--- src/rtl/imem_loader_if.sv ---
// imem_loader_if: load control, program byte stream and instruction-memory write bus
interface imem_loader_if #(parameter int ADDR_W = 9);
    logic              load_start;
    logic [9:0]        prog_len;
    logic              in_valid;
    logic [7:0]        in_byte;
    logic              in_ready;
    logic [ADDR_W-1:0] addr;
    logic              wEn;
    logic [31:0]       wDat;
    logic              working;
    logic              busy;
    logic              err;
    modport master (
        output load_start, prog_len, in_valid, in_byte,
        input  in_ready, addr, wEn, wDat, working, busy, err
    );
    modport slave (
        input  load_start, prog_len, in_valid, in_byte,
        output in_ready, addr, wEn, wDat, working, busy, err
    );
endinterface

--- src/rtl/imem_loader.sv ---
// imem_loader: assembles a big-endian byte stream into 32-bit words, writes them to
// instruction memory, then enables the processor once the whole program is in place.
module imem_loader #(
    parameter int ADDR_W    = 9,
    parameter int MAX_WORDS = 512
) (
    input  logic         clock,
    input  logic         rst_n,
    imem_loader_if.slave bus
);
    typedef enum logic [1:0] {IDLE, COLLECT, WRITE, RUN} state_t;
    localparam logic [10:0] MAX_L = 11'(MAX_WORDS);
    state_t            state_q, state_d;
    logic [9:0]        len_q, len_d;
    logic [ADDR_W-1:0] idx_q, idx_d, addr_q, addr_d;
    logic [1:0]        cnt_q, cnt_d;
    logic [31:0]       word_q, word_d, wdat_q, wdat_d;
    logic              err_q, err_d;
    logic              in_ready_q, wen_q, working_q, busy_q;
    logic              legal, accept, last;
    assign legal  = bus.prog_len != '0 && {1'b0, bus.prog_len} <= MAX_L;
    assign accept = in_ready_q && bus.in_valid;
    assign last   = 10'(idx_q) == len_q - 10'd1;
    always_comb begin
        state_d = state_q;
        len_d   = len_q;
        idx_d   = idx_q;
        cnt_d   = cnt_q;
        word_d  = word_q;
        err_d   = err_q;
        addr_d  = addr_q;
        wdat_d  = wdat_q;
        case (state_q)
            IDLE, RUN: if (bus.load_start) begin
                if (legal) begin
                    state_d = COLLECT;
                    len_d   = bus.prog_len;
                    idx_d   = '0;
                    cnt_d   = '0;
                    err_d   = 1'b0;
                end else begin
                    err_d = 1'b1;
                end
            end
            COLLECT: if (accept) begin
                word_d = {word_q[23:0], bus.in_byte};
                cnt_d  = cnt_q + 2'd1;
                // 4th byte: latch the write bus now so it is valid during WRITE
                if (cnt_q == 2'd3) begin
                    state_d = WRITE;
                    addr_d  = idx_q;
                    wdat_d  = word_d;
                end
            end
            WRITE: begin
                state_d = last ? RUN : COLLECT;
                idx_d   = last ? idx_q : idx_q + ADDR_W'(1);
            end
        endcase
    end
    // Outputs are registered from the next state so they line up with state_q.
    always_ff @(posedge clock or negedge rst_n) begin
        if (!rst_n) begin
            state_q    <= IDLE;
            len_q      <= '0;
            idx_q      <= '0;
            cnt_q      <= '0;
            word_q     <= '0;
            err_q      <= 1'b0;
            addr_q     <= '0;
            wdat_q     <= '0;
            in_ready_q <= 1'b0;
            wen_q      <= 1'b0;
            busy_q     <= 1'b0;
            working_q  <= 1'b0;
        end else begin
            state_q    <= state_d;
            len_q      <= len_d;
            idx_q      <= idx_d;
            cnt_q      <= cnt_d;
            word_q     <= word_d;
            err_q      <= err_d;
            addr_q     <= addr_d;
            wdat_q     <= wdat_d;
            in_ready_q <= state_d == COLLECT;
            wen_q      <= state_d == WRITE;
            busy_q     <= state_d == COLLECT || state_d == WRITE;
            working_q  <= state_d == RUN;
        end
    end
    assign bus.in_ready = in_ready_q;
    assign bus.addr     = addr_q;
    assign bus.wEn      = wen_q;
    assign bus.wDat     = wdat_q;
    assign bus.working  = working_q;
    assign bus.busy     = busy_q;
    assign bus.err      = err_q;
endmodule

--- src/flat_wrapper.sv ---
// flat-port wrapper written by rule: the top's interface ports become plain ports
module imem_loader_flat 
#(
    parameter int ADDR_W    = 9,
    parameter int MAX_WORDS = 512
)
  (clock, rst_n, bus_load_start, bus_prog_len, bus_in_valid, bus_in_byte, bus_in_ready, bus_addr, bus_wEn, bus_wDat, bus_working, bus_busy, bus_err);
  imem_loader_if #(.ADDR_W(ADDR_W)) bus_i ();
  input  logic clock;
  input  logic rst_n;
  input wire logic [$bits(bus_i.load_start)-1:0] bus_load_start;
  input wire logic [$bits(bus_i.prog_len)-1:0] bus_prog_len;
  input wire logic [$bits(bus_i.in_valid)-1:0] bus_in_valid;
  input wire logic [$bits(bus_i.in_byte)-1:0] bus_in_byte;
  output wire logic [$bits(bus_i.in_ready)-1:0] bus_in_ready;
  output wire logic [$bits(bus_i.addr)-1:0] bus_addr;
  output wire logic [$bits(bus_i.wEn)-1:0] bus_wEn;
  output wire logic [$bits(bus_i.wDat)-1:0] bus_wDat;
  output wire logic [$bits(bus_i.working)-1:0] bus_working;
  output wire logic [$bits(bus_i.busy)-1:0] bus_busy;
  output wire logic [$bits(bus_i.err)-1:0] bus_err;
  assign bus_i.load_start = bus_load_start;
  assign bus_i.prog_len = bus_prog_len;
  assign bus_i.in_valid = bus_in_valid;
  assign bus_i.in_byte = bus_in_byte;
  assign bus_in_ready = bus_i.in_ready;
  assign bus_addr = bus_i.addr;
  assign bus_wEn = bus_i.wEn;
  assign bus_wDat = bus_i.wDat;
  assign bus_working = bus_i.working;
  assign bus_busy = bus_i.busy;
  assign bus_err = bus_i.err;
  imem_loader #(.ADDR_W(ADDR_W), .MAX_WORDS(MAX_WORDS)) u_core (.clock(clock), .rst_n(rst_n), .bus(bus_i));
endmodule
--- config.mk ---
export PLATFORM = sky130hd
export DESIGN_NAME = imem_loader_flat
export DESIGN_NICKNAME = d
export VERILOG_FILES = /design/src/rtl/imem_loader_if.sv /design/src/rtl/imem_loader.sv /design/src/flat_wrapper.sv
export SDC_FILE = /design/constraint.sdc
export NUM_CORES = 1
export LEC_CHECK = 0
export CAP_MARGIN = 20
export CORE_AREA = 2 2 141 108
export CTS_BUF_LIST = sky130_fd_sc_hd__clkbuf_8
export DETAILED_ROUTE_END_ITERATION = 8
export DIE_AREA = 0 0 143 110
export PLACE_DENSITY_LB_ADDON = 0.12
export SLEW_MARGIN = 20
export SYNTH_ARGS = -nofsm -noshare
export SYNTH_HDL_FRONTEND = slang
export SYNTH_SLANG_ARGS = --single-unit
--- constraint.sdc ---
create_clock -name clock -period 5 [get_ports clock]
set_input_delay 0.75 -clock clock [delete_from_list [all_inputs] [get_ports clock]]
set_output_delay 0.75 -clock clock [all_outputs]
set_load 0.02 [all_outputs]
==> results of run 1 <==
[where the power goes]
part           switching, uW  internal, uW
logic                    630           643
registers                241          1060
clock network            280           233
total                   1150          1930
[stage by stage]
| step | total power (uW) | utilization | area (um2) | hold slack (ns) | std cells |
|---|---|---|---|---|---|
| floorplan | 2072 | - | 4230 | 0.4544 | 339 |
| global placement | 2573 | 0.3587 | 5134 | 0.4686 | 598 |
| detailed placement | 2598 | 0.3587 | 5134 | 0.4761 | 598 |
| CTS | 3130 | 0.3724 | 5329 | 0.4422 | 613 |
| global route | 3322 | 0.3724 | 5329 | 0.4681 | 613 |
| finish | 3082 | 0.3724 | 5329 | 0.4302 | 613 |
[metal layers]
metal	global-route usage	vias up	share of wire	wire length, um
li1	-	1378	-	-
met1	0.1873	1443	0.52	4859
met2	0.1859	57	0.43	3994
met3	0.03413	8	0.042	392
met4	0.03819	0	0.011	105
met5	0	-	0	0
[cells by family (layout without fill, tap and decap cells)]
| logic type | count (synthesis) | after routing |
|---|---|---|
| xor gates and xnor gates | 9 | 9 |
| adders and majority gates | 8 | 8 |
| AOI/OAI and AO/OA | 53 | 53 |
| and+or+nand+nor | 80 | 80 |
| buffers and inverters | 25 | 99 |
| DFF | 93 | 93 |
| muxes | 71 | 71 |
[worst max path at each step]
stage	slack (ns)	to	startpoint
floorplan	2.24	u_core.bus.busy	u_core.len_q[0]
global placement	1.76	u_core.idx_q[0]	bus_prog_len[3]
detailed placement	1.60	u_core.bus.working	bus_prog_len[3]
CTS	1.84	u_core.bus.busy	u_core.len_q[0]
global route	1.66	u_core.bus.busy	u_core.len_q[0]
finish	1.85	u_core.bus.busy	u_core.len_q[0]
[cell usage after synthesis, drive strengths merged]
library cell,count,share of area
o211a,1,0.0024
a31oi,4,0.0059
o211ai,8,0.015
o221a,1,0.0027
a2111oi,1,0.0065
o31a,2,0.0041
o31ai,1,0.0018
or4b,1,0.0033
ha,8,0.024
a32o,3,0.0071
xnor2,6,0.012
and4,1,0.0021
mux2,71,0.19
o21a,2,0.0053
nand4,2,0.0030
nand2,24,0.021
nor3,5,0.0059
nor2,11,0.0098
inv,13,0.012
nor4,3,0.0044
xor2,3,0.0062
a31o,1,0.0021
nor4b,1,0.0021
o21ai,14,0.017
and3,7,0.010
nand3,9,0.011
o22ai,1,0.0015
a211o,3,0.0062
or3,7,0.012
o221ai,2,0.0041
or2,2,0.0030
a211oi,4,0.0071
a21oi,3,0.0035
and3b,1,0.0021
nand3b,3,0.0053
nor2b,3,0.0044
clkbuf,12,0.011
a22o,1,0.0021
a311oi,1,0.0021
dfrtp,93,0.55
[area by class of cell]
cell class	instances	area, um2
Multi-Input combinational cell	221	1809
Sequential cell	93	2327
Tap cell	200	250.2
Inverter	13	48.80
Timing Repair Buffer	71	698.2
Clock inverter	6	71.32
Fill cell	1442	8982
Clock buffer	9	123.9
[sequential cells by signal, indices dropped and copies added, names as in the netlist]
| name | flops |
|---|---|
| u_core.bus.wDat | 32 |
| u_core.word_q | 24 |
| u_core.len_q | 10 |
| u_core.bus.addr | 9 |
| u_core.idx_q | 9 |
| u_core.cnt_q | 2 |
| u_core.state_q | 2 |
| u_core.bus.busy | 1 |
| u_core.bus.err | 1 |
| u_core.bus.in_ready | 1 |
| u_core.bus.wEn | 1 |
| u_core.bus.working | 1 |
[worst max-delay path, cell delays in order, from the launching register on]
cell       delay (ns)
dfrtp_1          0.45
inv_1            0.08
ha_1             0.19
or4b_4           0.51
or3_4            0.41
a2111oi_4        0.42
o211ai_1         0.18
nor2_1           0.35
o31a_1           0.21
ha_1             0.23
inv_1            0.06
==> results.ini, run 1 <==
[power_and_ir_drop]
p_leak_uw=0.002354
power_density_mw_per_mm2=578.4
ir_worst_vdd_mv=0.2271

[clocking]
numCtsBuffers=9
htreeDepth=3
clkSinkCount=93
cts_hold_buffers=0
cts_tree=yes
clock-root-buffer=clkbuf_8
clockBufferDepth=2
cts_resized=0
post_cts_buffers=0
path_clk_slew_ns=0.10
clk_latency_ns=0.36

[place]
pre_cts_slack_ns=1.597
dp_hpwl_mm=6.615
gp_congestion=0.8311
port_buffers=67

[detailed_routing]
vias=2886
drt-vias-per-instance=4.708
drt-initial-drc-count=148
drt_pass1_iterations=4
route.detailed.drc=0
routed_wl_mm=9.351
routedWlPerCell_um=15.25
antenna_left=0

[sta]
min_period_ns=3.149
rsz0062_at_grt=no
worst_pin_slew_ns=0.8139
slew_viol_final=0
clock_skew_ns=0.01234
setup_viol=0
fmax_ghz=0.3176
hold_viol_final=0
slew_headroom=0.4517
setup_tns_ns=0
fin_crit_sh=0.6298
layout_setup_ws_ns=1.851

[floorplanning]
die_area_mm2=0.01573
die_h_um=110
initial_core_util=0.2956
io_pins=68
die_x_um=143
rows=38
core_mm2=0.01431

[worst_setup_path]
crit_path_max_fanout=5
crit_path_end_kind=register
rr_startpoint=u_core.len_q[0]
arrival_ns=3.46
required_ns=5.31
r2r.worst_path.cells=10
criticalPathCategory=register to register
r2r-end=u_core.bus.busy
start_kind=register
ff2ff_setup_slack_ns=1.85

[finish]
num_antenna_cells=0
drive_gt1_frac=0.2421
nets=439
synthToLayoutAreaGrowth_pct=25.97
final_cell_mix=dfrtp_1, mux2_2, clkdlybuf4s50_1, nand2_1
final_common_cell=dfrtp_1

[outcome]
outcome=finished clean

[yosys]
ys_types=45
synth_xor_xnor_area_share=0.01863
synthesis.area_mm2=0.004230
ys_seq_area_frac=0.5501
syn_nets=369
ys_warn_count=0
synth-simple-area-share=0.09908
synth_fa_ha_area_frac=0.02366
synth_compound_area_frac=0.09642
synth.avg_cell_area_um2=12.48
synthMuxAreaShare=0.1899
synth_top_family_by_area=multiplexers
ys_ff_latch=93
synthCells=339

[grt]
grtUsageTotal=0.1283
gr-total-overflow=0
grt_pass1_wl_mm=15.57
grt_pass1_vias=2939
grt_antenna_before_repair=0
grt_max_degree=57

[job]
max_cap_violations=0

[hold_path]
hp-class=input pin to asynchronous set/reset pin

Power figures use the tool's default switching activity.
==> inputs of run 2 (changes only) <==
==> constraint.sdc (replaced) <==
create_clock -name clock -period 3.13 [get_ports clock]
set_input_delay 0.4695 -clock clock [delete_from_list [all_inputs] [get_ports clock]]
set_output_delay 0.4695 -clock clock [all_outputs]
set_load 0.02 [all_outputs]
==> results.ini, run 2 (same netlist as run 1, synthesis figures left out) <==
[floorplanning]
rows=38
die_x_um=143
core_mm2=0.01431
io_pins=68
initial_core_util=0.2956
die_area_mm2=0.01573
die_h_um=110

[worst_setup_path]
arrival_ns=3.22
crit_path_max_fanout=5
criticalPathCategory=register to register
rr_startpoint=u_core.len_q[0]
ff2ff_setup_slack_ns=0.21
start_kind=register
r2r.worst_path.cells=10
r2r-end=u_core.bus.busy
crit_path_end_kind=register
required_ns=3.44

[detailed_routing]
routedWlPerCell_um=14.92
vias=2892
antenna_left=0
drt-vias-per-instance=4.642
route.detailed.drc=0
drt-initial-drc-count=106
routed_wl_mm=9.296
drt_pass1_iterations=4

[power_and_ir_drop]
p_int_uw=3081
switching_share=0.3773
power_density_mw_per_mm2=916.8
comb_power_share=0.426
clockPowerShare=0.161
p_leak_uw=0.002399
power_switching_uw=1867
ir_worst_vdd_mv=0.3130
seqPwrFrac=0.413

[clocking]
htreeDepth=3
cts_tree=yes
clk_latency_ns=0.36
clockBufferDepth=2
clkSinkCount=93
path_clk_slew_ns=0.10
clock-root-buffer=clkbuf_8
numCtsBuffers=9

[sta]
setup_viol=0
rsz0062_at_grt=no
fin_crit_sh=0.9316
min_period_ns=2.916
hold_viol_final=0
clock_skew_ns=0.01034
holdWs_ns=0.2401
slew_headroom=0.3768
fmax_ghz=0.3430
setup_tns_ns=0
slew_viol_final=0
worst_pin_slew_ns=0.9349

[grt]
grtUsageTotal=0.1294
grt_antenna_before_repair=0
grt_pass1_wl_mm=15.77
gr-total-overflow=0
grt_pass1_vias=2992
grt_max_degree=74

[job]
max_cap_violations=0

[finish]
largest_register_ffs=32
final_common_cell=dfrtp_1
drive_gt1_frac=0.2624
final_cell_mix=dfrtp_1, mux2_2, clkdlybuf4s50_1, nand2_1, buf_4
nets=448
synthToLayoutAreaGrowth_pct=27.57
num_antenna_cells=0

[outcome]
outcome=finished clean

[place]
dp_hpwl_mm=6.544
port_buffers=67
gp_congestion=0.7928

[hold_path]
hp-class=input pin to asynchronous set/reset pin

[run 2: cell types whose count changed in the layout (fill, tap and decap cells not counted), sizes merged]
| cell | change |
|---|---|
| bufinv | -1 |
| buf | +9 |
| clkbuf | +1 |
| inv | +1 |
[run 2: cell type report]
| class | instances | area (um2) |
|---|---|---|
| clock inverter | 6 | 55.05 |
| multi-input combinational | 221 | 1812 |
| clock buffer | 10 | 137.6 |
| inverter | 13 | 48.80 |
| tap | 200 | 250.2 |
| timing repair buffer | 80 | 765.7 |
| sequential | 93 | 2327 |
| fill | 1388 | 8915 |
[run 2: timing repair]
item,4_1_cts,5_1_grt
hold buffers,0,0
resized for setup,0,1
buffers inserted,0,1
endpoints found under the setup margin,0,1
[run 2: worst max-delay path, cell delays in order (launching register included)]
cell and delay (ns):
dfrtp_1 0.43, inv_1 0.07, ha_1 0.19, or4b_4 0.51
or3_4 0.41, a2111oi_4 0.36, o211ai_1 0.19, nor2_2 0.24
o31a_1 0.18, ha_1 0.23, inv_1 0.05
[run 2: worst max path at each step]
stage	startpoint	to	slack, ns	depth (start not counted)
global route	u_core.len_q[0]	u_core.bus.busy	0.03	10
CTS	u_core.len_q[0]	u_core.bus.busy	0.1	10
detailed placement	u_core.len_q[0]	u_core.bus.busy	0.1	10
finish	u_core.len_q[0]	u_core.bus.busy	0.21	10
global placement	u_core.len_q[0]	u_core.bus.busy	0.18	10
floorplan	u_core.len_q[0]	u_core.bus.busy	0.37	10
[run 2: metrics by stage]
stage | std cells | setup slack, ns | total power [uW] | utilization | cell area, um2
after floorplan | 339 | 0.3743 | 3310 | - | 4230
after global placement | 606 | 0.1802 | 4179 | 0.3629 | 5194
after detailed placement | 606 | 0.09933 | 4197 | 0.3629 | 5194
after CTS | 622 | 0.09926 | 5020 | 0.3764 | 5386
after global routing | 623 | 0.02827 | 5343 | 0.3771 | 5396
final | 623 | 0.2142 | 4948 | 0.3771 | 5396
[run 2: power by group through the flow]
stage               logic, uW  clock network [uW]  registers (uW)
global placement         2110                   0            2070
detailed placement       2130                   0            2070
CTS                      2130                 838            2050
global route             2340                 886            2120
finish                   2110                 797            2040
floorplan                1060                   0            2250
[run 2: per-layer routing]
| layer | share of wire | up-vias | track usage |
|---|---|---|---|
| met5 | 0 | - | 0 |
| met4 | 0.013 | 0 | 0.04243 |
| met3 | 0.030 | 8 | 0.02721 |
| met2 | 0.42 | 50 | 0.1907 |
| met1 | 0.54 | 1447 | 0.1894 |
| li1 | - | 1387 | - |
==> inputs of run 3 (changes only) <==
--- a/config.mk
+++ b/config.mk
@@ -11,6 +11,7 @@
 export DETAILED_ROUTE_END_ITERATION = 8
 export DIE_AREA = 0 0 143 110
 export PLACE_DENSITY_LB_ADDON = 0.12
+export SKIP_LAST_GASP = 1
 export SLEW_MARGIN = 20
 export SYNTH_ARGS = -nofsm -noshare
 export SYNTH_HDL_FRONTEND = slang
==> results of run 3 <==
Same layout as run 2: the final DEF is identical, and so are final timing and power.
